--- config.mk ---
export PLATFORM = sky130hd
export DESIGN_NAME = sync_fifo_flat
export DESIGN_NICKNAME = d
export VERILOG_FILES = /design/src/rtl/sync_fifo_pkg.sv /design/src/rtl/sync_fifo_if.sv /design/src/rtl/sync_fifo_ram.sv /design/src/rtl/sync_fifo.sv /design/src/flat_wrapper.sv
export SDC_FILE = /design/constraint.sdc
export NUM_CORES = 1
export LEC_CHECK = 0
export BUFFER_PORTS_ARGS = -buffer_cell sky130_fd_sc_hd__buf_2
export CORE_MARGIN = 2
export CORE_UTILIZATION = 56
export CTS_BUF_LIST = sky130_fd_sc_hd__clkbuf_4 sky130_fd_sc_hd__clkbuf_8
export DETAILED_ROUTE_END_ITERATION = 7
export PLACE_DENSITY = 0.74
export SETUP_SLACK_MARGIN = 0.5
export SLEW_MARGIN = 30
export SYNTH_ARGS = -nofsm -noshare
export SYNTH_HDL_FRONTEND = slang
export SYNTH_HIERARCHICAL = 1
export SYNTH_SLANG_ARGS = --single-unit
--- constraint.sdc ---
create_clock -name i_clock -period 4 [get_ports i_clock]
set_input_delay 0.2 -clock i_clock [delete_from_list [all_inputs] [get_ports i_clock]]
set_output_delay 0.2 -clock i_clock [all_outputs]
set_load 0.05 [all_outputs]
--- src/rtl/sync_fifo_pkg.sv ---
// sync_fifo shared definitions.
// Default geometry and the per-edge queue operation type.
package sync_fifo_pkg;

  localparam int unsigned DEF_DEPTH = 16;
  localparam int unsigned DEF_WIDTH = 8;

  typedef enum logic [1:0] {
    OP_NONE,
    OP_PUSH,
    OP_POP,
    OP_BOTH
  } fifo_op_e;

endpackage

--- src/rtl/sync_fifo_if.sv ---
// sync_fifo port bundle.
// master = producer/consumer side, slave = the FIFO itself.
interface sync_fifo_if #(
  parameter int unsigned DEPTH = 16,
  parameter int unsigned WIDTH = 8
);

  logic                     i_write;
  logic [WIDTH-1:0]         i_wdata;
  logic                     i_read;
  logic [WIDTH-1:0]         o_rdata;
  logic                     o_empty;
  logic                     o_almost_full;
  logic [$clog2(DEPTH):0]   o_queued;

  modport master (
    output i_write,
    output i_wdata,
    output i_read,
    input  o_rdata,
    input  o_empty,
    input  o_almost_full,
    input  o_queued
  );

  modport slave (
    input  i_write,
    input  i_wdata,
    input  i_read,
    output o_rdata,
    output o_empty,
    output o_almost_full,
    output o_queued
  );

endinterface

--- src/rtl/sync_fifo_ram.sv ---
// sync_fifo storage: DEPTH x WIDTH simple dual-port RAM.
// Synchronous write port, registered read port (read reg resets to 0).
module sync_fifo_ram #(
  parameter int unsigned DEPTH = 16,
  parameter int unsigned WIDTH = 8,
  parameter int unsigned AW    = $clog2(DEPTH)
) (
  input  logic             i_clock,
  input  logic             i_reset,
  input  logic             we,
  input  logic [AW-1:0]    waddr,
  input  logic [WIDTH-1:0] wdata,
  input  logic             re,
  input  logic [AW-1:0]    raddr,
  output logic [WIDTH-1:0] rdata
);

  logic [WIDTH-1:0] mem [DEPTH];
  logic [WIDTH-1:0] rdata_q = '0;

  always_ff @(posedge i_clock) begin
    if (we) begin
      mem[waddr] <= wdata;
    end
  end

  always_ff @(posedge i_clock) begin
    if (i_reset) begin
      rdata_q <= '0;
    end else if (re) begin
      rdata_q <= mem[raddr];
    end
  end

  assign rdata = rdata_q;

endmodule

--- src/rtl/sync_fifo.sv ---
// sync_fifo: single-clock FIFO with registered read data.
// Pointers, count and flags live here; storage is sync_fifo_ram.
module sync_fifo
  import sync_fifo_pkg::*;
#(
  parameter int unsigned DEPTH = DEF_DEPTH,
  parameter int unsigned WIDTH = DEF_WIDTH
) (
  input  logic       i_clock,
  input  logic       i_reset,
  sync_fifo_if.slave bus
);

  localparam int unsigned PW = $clog2(DEPTH);
  localparam int unsigned CW = PW + 1;
  localparam logic [CW-1:0] FULL = CW'(DEPTH);
  localparam logic [PW-1:0] LAST = PW'(DEPTH - 1);

  logic [PW-1:0] wr_ptr = '0;
  logic [PW-1:0] rd_ptr = '0;
  logic [CW-1:0] count  = '0;

  logic     do_wr;
  logic     do_rd;
  fifo_op_e op;

  // Depth need not be a power of two, so wrap explicitly.
  function automatic logic [PW-1:0] nxt(
    input logic [PW-1:0] p
  );
    return (p == LAST) ? '0 : p + 1'b1;
  endfunction

  assign do_wr = bus.i_write && (count < FULL);
  assign do_rd = bus.i_read && (count != '0);

  always_comb begin
    op = OP_NONE;
    unique case (1'b1)
      (do_wr && do_rd):  op = OP_BOTH;
      (do_wr && !do_rd): op = OP_PUSH;
      (!do_wr && do_rd): op = OP_POP;
      default:           op = OP_NONE;
    endcase
  end

  always_ff @(posedge i_clock) begin
    if (i_reset) begin
      wr_ptr <= '0;
      rd_ptr <= '0;
      count  <= '0;
    end else begin
      if (do_wr) begin
        wr_ptr <= nxt(wr_ptr);
      end
      if (do_rd) begin
        rd_ptr <= nxt(rd_ptr);
      end
      unique case (op)
        OP_PUSH: count <= count + 1'b1;
        OP_POP:  count <= count - 1'b1;
        default: count <= count;
      endcase
    end
  end

  // Flag one entry early so a producer with a
  // registered view of it cannot overflow.
  assign bus.o_empty       = (count == '0);
  assign bus.o_almost_full = (count >= FULL - 1'b1);
  assign bus.o_queued      = count;

  sync_fifo_ram #(
    .DEPTH (DEPTH),
    .WIDTH (WIDTH),
    .AW    (PW)
  ) u_ram (
    .i_clock (i_clock),
    .i_reset (i_reset),
    .we      (do_wr),
    .waddr   (wr_ptr),
    .wdata   (bus.i_wdata),
    .re      (do_rd),
    .raddr   (rd_ptr),
    .rdata   (bus.o_rdata)
  );

endmodule

--- src/flat_wrapper.sv ---
// flat-port wrapper written by rule: the top's interface ports become plain ports
module sync_fifo_flat import sync_fifo_pkg::*;
#(
  parameter int unsigned DEPTH = DEF_DEPTH,
  parameter int unsigned WIDTH = DEF_WIDTH
)
  (i_clock, i_reset, bus_i_write, bus_i_wdata, bus_i_read, bus_o_rdata, bus_o_empty, bus_o_almost_full, bus_o_queued);
  sync_fifo_if #(.DEPTH(DEPTH), .WIDTH(WIDTH)) bus_i ();
  input  logic i_clock;
  input  logic i_reset;
  input wire logic [$bits(bus_i.i_write)-1:0] bus_i_write;
  input wire logic [$bits(bus_i.i_wdata)-1:0] bus_i_wdata;
  input wire logic [$bits(bus_i.i_read)-1:0] bus_i_read;
  output wire logic [$bits(bus_i.o_rdata)-1:0] bus_o_rdata;
  output wire logic [$bits(bus_i.o_empty)-1:0] bus_o_empty;
  output wire logic [$bits(bus_i.o_almost_full)-1:0] bus_o_almost_full;
  output wire logic [$bits(bus_i.o_queued)-1:0] bus_o_queued;
  assign bus_i.i_write = bus_i_write;
  assign bus_i.i_wdata = bus_i_wdata;
  assign bus_i.i_read = bus_i_read;
  assign bus_o_rdata = bus_i.o_rdata;
  assign bus_o_empty = bus_i.o_empty;
  assign bus_o_almost_full = bus_i.o_almost_full;
  assign bus_o_queued = bus_i.o_queued;
  sync_fifo #(.DEPTH(DEPTH), .WIDTH(WIDTH)) u_core (.i_clock(i_clock), .i_reset(i_reset), .bus(bus_i));
endmodule
# Word level (Yosys, flattened, before mapping)
# Memories as Yosys holds them, arrays and structs flattened. A register that Yosys moved wholly into a read port is not among the register bits.
# Index checks and enable logic that the tools add are counted.
dict set report totals {
  reg_bits 13
  ramBits 128
  n_memories 1
  in_bits 12
  output_inout_bits 15
  word_cells 30
}
dict set report op_classes {
  mux 6
  addsub 4
  n_eq_ne 4
  reduce_logical 10
  order_cmp 2
}
# memory depth width read_ports rd_ports_with_merged_regs wr line
set mem_list {}
lappend mem_list {u_core.u_ram.mem 16 8 1 1 1 sync_fifo_ram.sv:18} ;# logic [WIDTH-1:0] mem [DEPTH];
# operator count
set ops {}
lappend ops {{5-bit one-hot mux with 2 select lines} 1}
lappend ops {{4-bit by 1-bit adder with 4-bit output, second input constant} 2}
lappend ops {{4-bit == test, second input constant} 2}
lappend ops {{4-bit 2-to-1 mux} 2}
lappend ops {{2-bit one-hot mux with 3 select lines} 1}
lappend ops {{5-bit by 1-bit adder with 5-bit output, second input constant} 1}
lappend ops {{5-bit by 4-bit >= comparator with 1-bit output, second input constant} 1}
lappend ops {{1-bit logical AND} 5}
lappend ops {{5-bit logical NOT} 1}
lappend ops {{5-bit < comparator, second input constant} 1}
lappend ops {{5-bit nonzero test} 1}
lappend ops {{5-bit by 1-bit subtractor with 5-bit output, second input constant} 1}
lappend ops {{2-bit by 1-bit == test with 1-bit output, second input constant} 1}
lappend ops {{2-bit == test, second input constant} 1}
lappend ops {{1-bit logical NOT} 2}
lappend ops {{1-bit 2-to-1 mux} 2}
lappend ops {{2-bit nonzero test} 1}

# Longest topological paths before layout
# Gate-level depths: netlist of run 1.
dict set report depth {
  ltp_word 7
  depth_mapped 12
  depth_no_buf 10
}

# By module
# The synthesis of run 1 kept the hierarchy.
# module area_each_um2 cells_each seq_area_each_um2 n_inst
set by_module_without_submodules {}
lappend by_module_without_submodules {sync_fifo_ram 5343.9 316 4003.8 1}
lappend by_module_without_submodules {sync_fifo 813.3 93 260.2 1}

# Least setup slack after synthesis of run 1
# No wires, ideal clock.
dict set report synth_timing {
  kind {flip-flop to flip-flop}
  startpoint {register u_core.count[0], in the netlist u_core/bus.o_queued[0]}
  endpoint {register u_core.count[4], in the netlist u_core/bus.o_queued[4]}
  n_path_buf 1
  synth_period_minus_slack_ps 2943
  slack_ps 1057
  setup_time_ps 121
  path_stages_with_launch 12
  arrival_ps 2822
  t_required_ps 3879
  cell_sequence {dfxtp_1 > or3_1 > o21ai_2 > inv_1 > ha_1 > buf_2 > xor2_1 > ha_1 > nor2b_1 > o21ai_0 > a221oi_2 > mux2_4}
}
dict set report synth_between {
  elab_chain_cells 7
}
# element line
set synth_rtl {}
lappend synth_rtl {{start, declared} sync_fifo.sv:21} ;# logic [CW-1:0] count = '0;
lappend synth_rtl {{start signal, assigned} sync_fifo.sv:60} ;# OP_PUSH: count <= count + 1'b1;
lappend synth_rtl {{start signal, assigned} sync_fifo.sv:61} ;# OP_POP: count <= count - 1'b1;
lappend synth_rtl {{start signal, assigned} sync_fifo.sv:62} ;# default: count <= count;
lappend synth_rtl {{5-bit nonzero test *} sync_fifo.sv:35} ;# assign do_rd = bus.i_read && (count != '0);
lappend synth_rtl {{1-bit logical AND *} sync_fifo.sv:35}
lappend synth_rtl {{net u_core.do_rd} sync_fifo.sv:24} ;# logic do_rd;
lappend synth_rtl {{1-bit logical NOT} sync_fifo.sv:41} ;# (do_wr && !do_rd): op = OP_PUSH;
lappend synth_rtl {{1-bit logical AND} sync_fifo.sv:41}
lappend synth_rtl {{2-bit one-hot mux with 3 select lines *} sync_fifo.sv:39} ;# unique case (1'b1)
lappend synth_rtl {{2-bit == test / 2-bit by 1-bit == test with 1-bit output (equally long branches)} sync_fifo.sv:59} ;# unique case (op)
lappend synth_rtl {{5-bit one-hot mux with 2 select lines / 2-bit nonzero test (equally long branches)} -}
# Mark *: on every way through the listed nets, which the timed path passes. The rest lies on a longest branch.
# A chain may end at the register's enable or synchronous reset.

# Final worst setup path of run 1
# Same ends and word-level chain as after synthesis.

==> flow_summary.yaml, run 1 <==
logic_synthesis:
  yosysWarnings: 6
  synthArstFlopShare_pct: 0
  synth_flop_cell: "edfxtp_1"
  synth_edf_count: 128
  synth_nets: 427
  synth_cell_types: 41
  synth_top_area_share_pct: 62.4
  synth_top_area_cell: "edfxtp_1"
  ys_seq_area_share_pct: 69.3
  syn-cell-area_um2: 6160
  synth_area_leaders: "edfxtp_1 (62%), mux2i_1 (11%), dfxtp_1 (6.8%)"
  netlist_instances: 409
  synth_seq_cells: 149
  avgSynthCellArea_um2: 15.1
sta:
  worstMarginPinSlew_ns: 0.929
  fmax_mhz: 335
  finalSetupTns_ns: 0
  finClkSkew_ns: 0.0110
  hold_viol: 0
  whs_ns: 0.130
  rsz0062_at_grt: "no"
  fin_ws_ns: 1.01
  slew_violations: 0
  setup_viol_count_final: 0
  max_slew_margin_pct: 37.9
  fin_crit_sh_pct: 74.7
  timing.final.crit_period_ns: 2.99
drt:
  top_layer: "met4"
  drtIter0Drc: 220
  wl_um: 11400
  dr.pass1.iters: 4
  drc: 0
  met2WireLength_um: 6030
  vias_per_cell: 5.84
  ant_nets: 0
  wl_met1_um: 4730
  routedWlPerCell_um: 19.2
  dr_wl_met3_um: 580
  vias: 3467
final_layout:
  multiInputGateArea_um2: 1730
  antenna_cells: 0
  final_cell_mix: "edfxtp_1 (128), mux2i_1 (66), nor2_1 (27), nand3_1 (27), buf_2 (26)"
  layout_commonest_cell: "edfxtp_1"
  nFillCells: 790
  nNetsFinal: 459
  finalInstanceArea_um2: 6770
  final-seq-area_um2: 4270
  post_route_cells_drive_above_1_share_pct: 16.3
  syn2layout_area_growth_pct: 9.92
  instances_no_fill: 594
setup_path:
  arrival_ns: 3.32
  crit_top_cell: "ha_1"
  crit_family: "compound AO/OA/AOI/OAI gates"
  crit_slowest_cell: "or3_1"
  r2r_cells: 10
  path_max_fanout: 9
  cp.depth: 10
  reg2reg_from: "u_core/bus.o_queued[0]$_SDFFE_PP0P_"
  rr_endpoint: "u_core/bus.o_queued[4]$_SDFFE_PP0P_"
  path_buf_inv: 1
  cp_cell_sequence: "or3_1 > o21ai_2 > inv_1 > ha_1 > xor2_1 > ha_1 > nor2b_1 > o21ai_0 > a221oi_2 > mux2_4"
  slowest_delay_ns: 0.44
  worst_setup_path_start_kind: "register"
  crit_type: "reg -> reg"
  required_ns: 4.33
  end_kind: "register"
  rrSetupSlack_ns: 1.01
clock_network:
  cts_tree: "built"
  h-tree-depth: 4
  cts-root-buf: "clkbuf_8"
  clock-sinks: 149
  path_clk_slew_ns: 0.08
  ctsHoldBuffers: 0
  cts_resized: 0
  clk_path_buf_depth: 2
  post-cts-setup-buffers: 0
  worstSkewPairLatency_ns: 0.44
  cts_buffers: 17
global_routing:
  grtUsageTotal_pct: 21.0
  grt_max_degree: 49
  grt.overflow.total: 0
  grt_pass1_wl_um: 17900
  antenna_found_initial: 0
  grt_pass1_vias: 3394
floorplanning:
  die_w_um: 109
  die_h_um: 109
  io_pins: 27
  die_area_um2: 11800
  start_util_pct: 57.0
  num_rows: 38
  core_area_um2: 10800
min_path:
  holdPathStages: 2
  holdPathEnd: "u_core/bus.o_queued[0]$_SDFFE_PP0P_"
  min_path_type: "in -> reg"
  min_from: "i_reset"
place:
  dpl.cell_count: 562
  gp_congestion: 0.797
  numPortBuffers: 26
  post_dp_cell_area_um2: 6350
  hpwl_um: 7270
  place_ws_ns: 1.01
power:
  vdd_drop_max_mv: 0.539
  cellPowerDensity_nw_per_um2: 571
  leakage_nw: 2.22
run_status:
  status: "finished, final reports clean"
run:
  maxCapViolCount: 0
==> cells in the mapped netlist (all sizes together), types with 5 or more instances <==
cell and count:
edfxtp 128, mux2i 66, nor2 28, nand3 27, nand2 25, a22oi 24
dfxtp 21, buf 16, a21oi 14, ha 6, nand2b 5, o21ai 5
xor2 5
==> worst max path at each step <==
| stage | from | end | slack [ns] |
|---|---|---|---|
| 3_5_place_dp | u_core/bus.o_queued[0]$_SDFFE_PP0P_ | u_core/bus.o_queued[4]$_SDFFE_PP0P_ | 1.01 |
| 4_1_cts | u_core/bus.o_queued[0]$_SDFFE_PP0P_ | u_core/bus.o_queued[4]$_SDFFE_PP0P_ | 1.01 |
| 3_3_place_gp | u_core/bus.o_queued[0]$_SDFFE_PP0P_ | u_core/bus.o_queued[4]$_SDFFE_PP0P_ | 1.15 |
| 5_1_grt | u_core/bus.o_queued[0]$_SDFFE_PP0P_ | u_core/bus.o_queued[4]$_SDFFE_PP0P_ | 0.73 |
| 6_report | u_core/bus.o_queued[0]$_SDFFE_PP0P_ | u_core/bus.o_queued[4]$_SDFFE_PP0P_ | 1.01 |
| 2_1_floorplan | u_core/bus.o_queued[0]$_SDFFE_PP0P_ | u_core/bus.o_queued[4]$_SDFFE_PP0P_ | 1.06 |
==> final cells by class <==
| type | count | share of cell area (%) |
|---|---|---|
| Clock inverter | 13 | 2.31 |
| Multi-Input combinational cell | 239 | 25.5 |
| Clock buffer | 19 | 3.86 |
| Sequential cell | 149 | 63.1 |
| Tap cell | 140 | 2.59 |
| Inverter | 3 | 0.166 |
| Timing Repair Buffer | 31 | 2.48 |
==> metal layers <==
| layer | up-vias | GRT usage (%) |
|---|---|---|
| met5 | - | 0 |
| li1 | 1638 | - |
| met1 | 1717 | 27.0 |
| met3 | 7 | 5.86 |
| met4 | 0 | 8.70 |
| met2 | 105 | 34.0 |
==> power by group <==
| group | internal [mW] | switching, mW | total (mW) |
|---|---|---|---|
| Combinational | 0.239 | 0.572 | 0.811 |
| Sequential | 1.78 | 0.0871 | 1.87 |
| Clock | 0.645 | 0.537 | 1.18 |
==> worst reg2reg max path, cell delays in order, from the launching register on <==
cell and delay [ns]:
dfxtp_1 0.37, or3_1 0.44, o21ai_2 0.26, inv_1 0.15
ha_1 0.33, xor2_1 0.19, ha_1 0.29, nor2b_1 0.16
o21ai_0 0.10, a221oi_2 0.27, mux2_4 0.32
==> through the flow <==
stage,total power [mW],utilization (%)
after floorplan,2.50,-
after global placement,2.67,58.7
after detailed placement,2.71,58.8
after CTS,3.88,62.7
after global routing,4.02,62.7
final,3.86,62.7
==> registers in the layout, indices dropped and copies added (netlist names) <==
name,cells
u_core/u_ram/mem,128
u_core/u_ram/rdata,8
u_core/bus.o_queued,5
u_core/rd_ptr,4
u_core/wr_ptr,4
==> cell families after synthesis <==
logic type,share of synthesized area (%)
adders and majority gates,1.22
AOI/OAI and AO/OA,6.40
and+or+nand+nor,8.56
muxes,11.0
xor gates and xnor gates,0.711
DFF,69.3
buffers and inverters,2.89
No activity file was read; power rests on OpenSTA's default activity.
==> run 2: changes to the inputs <==
- PLACE_DENSITY: 0.74 -> 0.76
- clock period: 4 -> 2.7 ns (I/O delays scaled with it)
==> run 2 against run 1 <==
- clock skew down 0.0010 ns
- final area up 4.1%
- count of clock-buffer cells in the layout grew 5
- wire length grew 6.1%
- critical path depth did not move
- combinational power up 75%
- utilization is 2.6 points higher
- maximum frequency rose by 21%
- worst hold slack got worse by 0.053 ns
- sequential cell count unchanged
- largest power group unchanged
- highest routed layer unchanged
==> flow_summary.yaml, run 2 (synthesis gave the netlist of run 1 again) <==
global_routing:
  antenna_found_initial: 0
  grt_pass1_vias: 3662
  grtUsageTotal_pct: 21.8
  use_met1_pct: 26.8
  grt_most_used_layer: "met2"
  use_met3_pct: 5.08
  grt.overflow.total: 0
  grt_max_degree: 37
  use_met2_pct: 37.3
  grt_pass1_wl_um: 18700
power:
  leakage_nw: 2.36
  p_total_mw: 5.82
  vdd_drop_max_mv: 0.757
  cellPowerDensity_nw_per_um2: 826
drt:
  vias: 3635
  ant_nets: 0
  drtIter0Drc: 276
  wl_um: 12100
  drc: 0
  vias_per_cell: 5.84
  dr.pass1.iters: 4
  routedWlPerCell_um: 19.5
final_layout:
  post_route_cells_drive_above_1_share_pct: 24.3
  syn2layout_area_growth_pct: 14.4
  final_cell_mix: "edfxtp_1 (128), mux2i_1 (66), buf_4 (31)"
  largest_reg_flops: 128
  layout_commonest_cell: "edfxtp_1"
  largest-register: "u_core/u_ram/mem"
  antenna_cells: 0
  nNetsFinal: 487
floorplanning:
  core_area_um2: 10800
  io_pins: 27
  start_util_pct: 57.0
  num_rows: 38
  die_w_um: 109
  die_area_um2: 11800
  die_h_um: 109
sta:
  max_slew_margin_pct: 50.2
  rsz0062_at_grt: "yes"
  slew_violations: 0
  finClkSkew_ns: 0.0100
  setup_viol_count_final: 0
  fmax_mhz: 405
  whs_ns: 0.0774
  timing.final.crit_period_ns: 2.47
  fin_crit_sh_pct: 91.4
  finalSetupTns_ns: 0
  worstMarginPinSlew_ns: 0.747
  hold_viol: 0
place:
  gp_congestion: 0.840
  numPortBuffers: 26
  hpwl_um: 7690
min_path:
  min_from: "bus_i_wdata[3]"
  min_path_type: "in -> reg"
clock_network:
  cts_buffers: 17
  worstSkewPairLatency_ns: 0.43
  cts_tree: "built"
  clock-sinks: 149
  cts-root-buf: "clkbuf_8"
  path_clk_slew_ns: 0.08
  h-tree-depth: 4
  clk_path_buf_depth: 2
setup_path:
  arrival_ns: 2.79
  crit_type: "reg -> reg"
  path_buf_inv: 1
  worst_setup_path_start_kind: "register"
  crit_slowest_cell: "or3_4"
  end_kind: "register"
  required_ns: 3.02
  reg2reg_from: "u_core/bus.o_queued[0]$_SDFFE_PP0P_"
  slowest_delay_ns: 0.40
  crit_family: "simple AND/OR/NAND/NOR gates"
  cp-startpoint: "u_core/bus.o_queued[0]$_SDFFE_PP0P_"
  cp_cell_sequence: "or3_4 > o21ai_4 > inv_2 > ha_4 > xor2_1 > ha_2 > nor2b_4 > o21ai_1 > a221oi_2 > mux2_4"
  path_max_fanout: 3
run:
  maxCapViolCount: 0
run_status:
  status: "finished, final reports clean"
[run 2: final timing paths]
path                                                       endpoint  slack [ns]  cells past startpoint
worst min-delay path              u_core/u_ram/mem[11][3]$_DFFE_PP_        0.08                      1
worst max-delay path            u_core/bus.o_queued[4]$_SDFFE_PP0P_        0.23                     10
worst min register to register   u_core/u_ram/rdata[5]$_SDFFE_PP0P_        0.46                      2
worst max register to register  u_core/bus.o_queued[4]$_SDFFE_PP0P_        0.23                     10
[run 2: layer usage]
metal / vias up / routed length [um] / part of all wire (%)
li1: 1688 / - / -
met1: 1809 / 4790 / 39
met2: 120 / 6350 / 52
met3: 18 / 744 / 6.1
met4: 0 / 238 / 2.0
met5: - / 0 / 0
[run 2: through the flow]
step                util [%]  setup slack (ns)  cells  area, um2
finish                  65.3             0.233    622       7040
CTS                     64.8             0.271    619       6990
global placement        60.4             0.187    578       6510
floorplan                  -            0.0406    409       6210
detailed placement      60.4             0.106    578       6510
global route            65.3             0.157    622       7040
[run 2: area by class of cell]
class                   count  area [um2]
clock buffers              24         312
well taps                 140         175
flip-flops and latches    149        4280
inverters                   3        11.3
clock inverters             8        75.1
fillers                   753        3750
repair buffers             59         403
multi-input cells         239        1790
[run 2: report_power, final]
part	switching (mW)	total, mW	internal [mW]
clock	0.773	1.63	0.852
sequential	0.128	2.78	2.65
combinational	0.917	1.42	0.500
total	1.82	5.82	4.00
[run 2: timing repair]
action	in CTS	in global routing
resized for setup	8	4
setup endpoints to repair	11	11
pin swaps	5	7
buffers inserted	9	3
hold buffers	0	0
==> run 3: changes to the inputs <==
- PLACE_DENSITY: 0.76 -> 0.74
- SLEW_MARGIN: 30 -> 40
==> run 3 against run 2 <==
- non-clock buffer count increased by 2
- worst hold slack improved by 0.013 ns
- cell count increased by 0.32%
- utilization increased by 0.27 points
- die area unchanged
- combinational power about the same
- power increased by 1.4%
- first-iteration DRC count increased by 6.9%
- global-route usage decreased by 1.0 points
- largest power group unchanged
==> flow_summary.yaml, run 3 (synthesis gave the netlist of run 1 again) <==
run_status:
  status: "finished, final reports clean"
global_routing:
  antenna_found_initial: 0
  grt_max_degree: 36
  grtUsageTotal_pct: 20.8
  grt_pass1_vias: 3522
  grt_pass1_wl_um: 17900
  grt.overflow.total: 0
min_path:
  min_path_type: "in -> reg"
setup_path:
  arrival_ns: 2.76
  end_kind: "register"
  cp-startpoint: "u_core/bus.o_queued[0]$_SDFFE_PP0P_"
  r2r_cells: 10
  cp-endpoint: "u_core/bus.o_queued[4]$_SDFFE_PP0P_"
  crit_type: "reg -> reg"
  rr_endpoint: "u_core/bus.o_queued[4]$_SDFFE_PP0P_"
  worst_setup_path_start_kind: "register"
  path_max_fanout: 4
  required_ns: 3.02
  reg2reg_from: "u_core/bus.o_queued[0]$_SDFFE_PP0P_"
  rrSetupSlack_ns: 0.25
sta:
  rsz0062_at_grt: "yes"
  timing.final.crit_period_ns: 2.45
  worstMarginPinSlew_ns: 0.777
  slew_violations: 0
  fmax_mhz: 409
  hold_viol: 0
  fin_crit_sh_pct: 90.7
  setup_viol_count_final: 0
  finClkSkew_ns: 0.0133
  max_slew_margin_pct: 48.2
  finalSetupTns_ns: 0
  whs_ns: 0.0909
floorplanning:
  io_pins: 27
  die_w_um: 109
  num_rows: 38
  start_util_pct: 57.0
  die_area_um2: 11800
  core_area_um2: 10800
  die_h_um: 109
clock_network:
  cts_tree: "built"
  cts_buffers: 17
  ctsHoldBuffers: 0
  clock-sinks: 149
  clk_path_buf_depth: 2
  worstSkewPairLatency_ns: 0.42
  path_clk_slew_ns: 0.08
  cts-root-buf: "clkbuf_8"
  h-tree-depth: 4
drt:
  routedWlPerCell_um: 18.7
  vias_per_cell: 5.76
  dr.pass1.iters: 6
  drtIter0Drc: 295
  wl_um: 11700
  ant_nets: 0
  drc: 0
  vias: 3593
power:
  p_comb_share_pct: 24.4
  pwr-share-seq_pct: 47.0
  p_switching_mw: 1.82
  vdd_drop_max_mv: 0.762
  p_total_mw: 5.90
  cellPowerDensity_nw_per_um2: 835
  p_int_mw: 4.09
  pwr-share-clk_pct: 28.7
  switching_share_pct: 30.8
  leakage_nw: 2.38
final_layout:
  antenna_cells: 0
  final-seq-area_um2: 4280
  final_cell_mix: "edfxtp_1 (128), mux2i_1 (66), buf_4 (32)"
  layout_commonest_cell: "edfxtp_1"
  largest-register: "u_core/u_ram/mem"
  largest_reg_flops: 128
  post_route_cells_drive_above_1_share_pct: 24.8
  instances_no_fill: 624
  nFillCells: 760
  multiInputGateArea_um2: 1800
  syn2layout_area_growth_pct: 14.9
  nNetsFinal: 489
place:
  gp_congestion: 0.870
  dpl.cell_count: 582
  hpwl_um: 7520
  numPortBuffers: 26
run:
  maxCapViolCount: 0
[run 3: cell types whose count changed in the layout (fill, tap and decap cells not counted), moves of 3 or more]
cell,previous run,this run
clkbuf_8,21,17
buf_6,0,3
clkinv_2,3,6
clkinv_4,0,3
[run 3: critical path, cell delays in order, from the launching register on]
cell and delay, ns:
dfxtp_4 0.35, or3_4 0.40, o21ai_4 0.14, inv_2 0.07
ha_4 0.17, buf_6 0.13, ha_4 0.15, or2b_1 0.27
o31ai_4 0.27, a221oi_2 0.10, mux2_4 0.29
[run 3: routing by layer]
layer  GRT usage (%)  part of all wire (%)  up-vias
li1                -                     -     1689
met1            24.7                    42     1791
met2            35.9                    52       88
met3            4.66                   3.6       25
met4            9.80                   2.7        0
met5               0                     0        -
[run 3: through the flow]
stage          cell area (um2)  setup slack [ns]  util, %
6_report                  7070             0.252     65.5
5_1_grt                   7070             0.147     65.5
4_1_cts                   7020             0.258     65.1
3_5_place_dp              6530            0.0988     60.5
3_3_place_gp              6530             0.176     60.5
2_1_floorplan             6210            0.0406        -
[run 3: layout make-up]
cell class / count / share of cell area, %
inverter: 3 / 0.159
timing repair buffer: 61 / 5.71
clock buffer: 18 / 3.41
clock inverter: 14 / 2.28
multi-input combinational: 239 / 25.5
tap: 140 / 2.48
sequential: 149 / 60.5
[run 3: worst min-delay path by stage]
stage / from / to / slack [ns] / cells after the start
2_1_floorplan: i_reset / u_core/wr_ptr[3]$_SDFFE_PP0P_ / 0.21 / 1
3_3_place_gp: u_core/u_ram/rdata[7]$_SDFFE_PP0P_ / u_core/u_ram/rdata[7]$_SDFFE_PP0P_ / 0.44 / 2
3_5_place_dp: u_core/u_ram/rdata[7]$_SDFFE_PP0P_ / u_core/u_ram/rdata[7]$_SDFFE_PP0P_ / 0.44 / 2
4_1_cts: i_reset / u_core/wr_ptr[0]$_SDFFE_PP0P_ / 0.07 / 2
5_1_grt: bus_i_wdata[1] / u_core/u_ram/mem[12][1]$_DFFE_PP_ / 0.08 / 1
6_report: i_reset / u_core/wr_ptr[0]$_SDFFE_PP0P_ / 0.09 / 2
[run 3: timing repair]
action | 4_1_cts | 5_1_grt
cloned | 0 | 0
endpoints found under the setup margin | 2 | 35
buffers inserted | 8 | 2
pin swaps | 5 | 4
gates resized for setup | 7 | 8
[run 3: power groups by stage]
stage                     Combinational [mW]  Clock, mW  Sequential (mW)
after floorplan                        0.695          0             3.07
after global placement                  1.23          0             2.82
after detailed placement                1.25          0             2.83
after CTS                               1.37       1.73             2.77
after global routing                    1.53       1.81             2.80
final                                   1.44       1.69             2.77
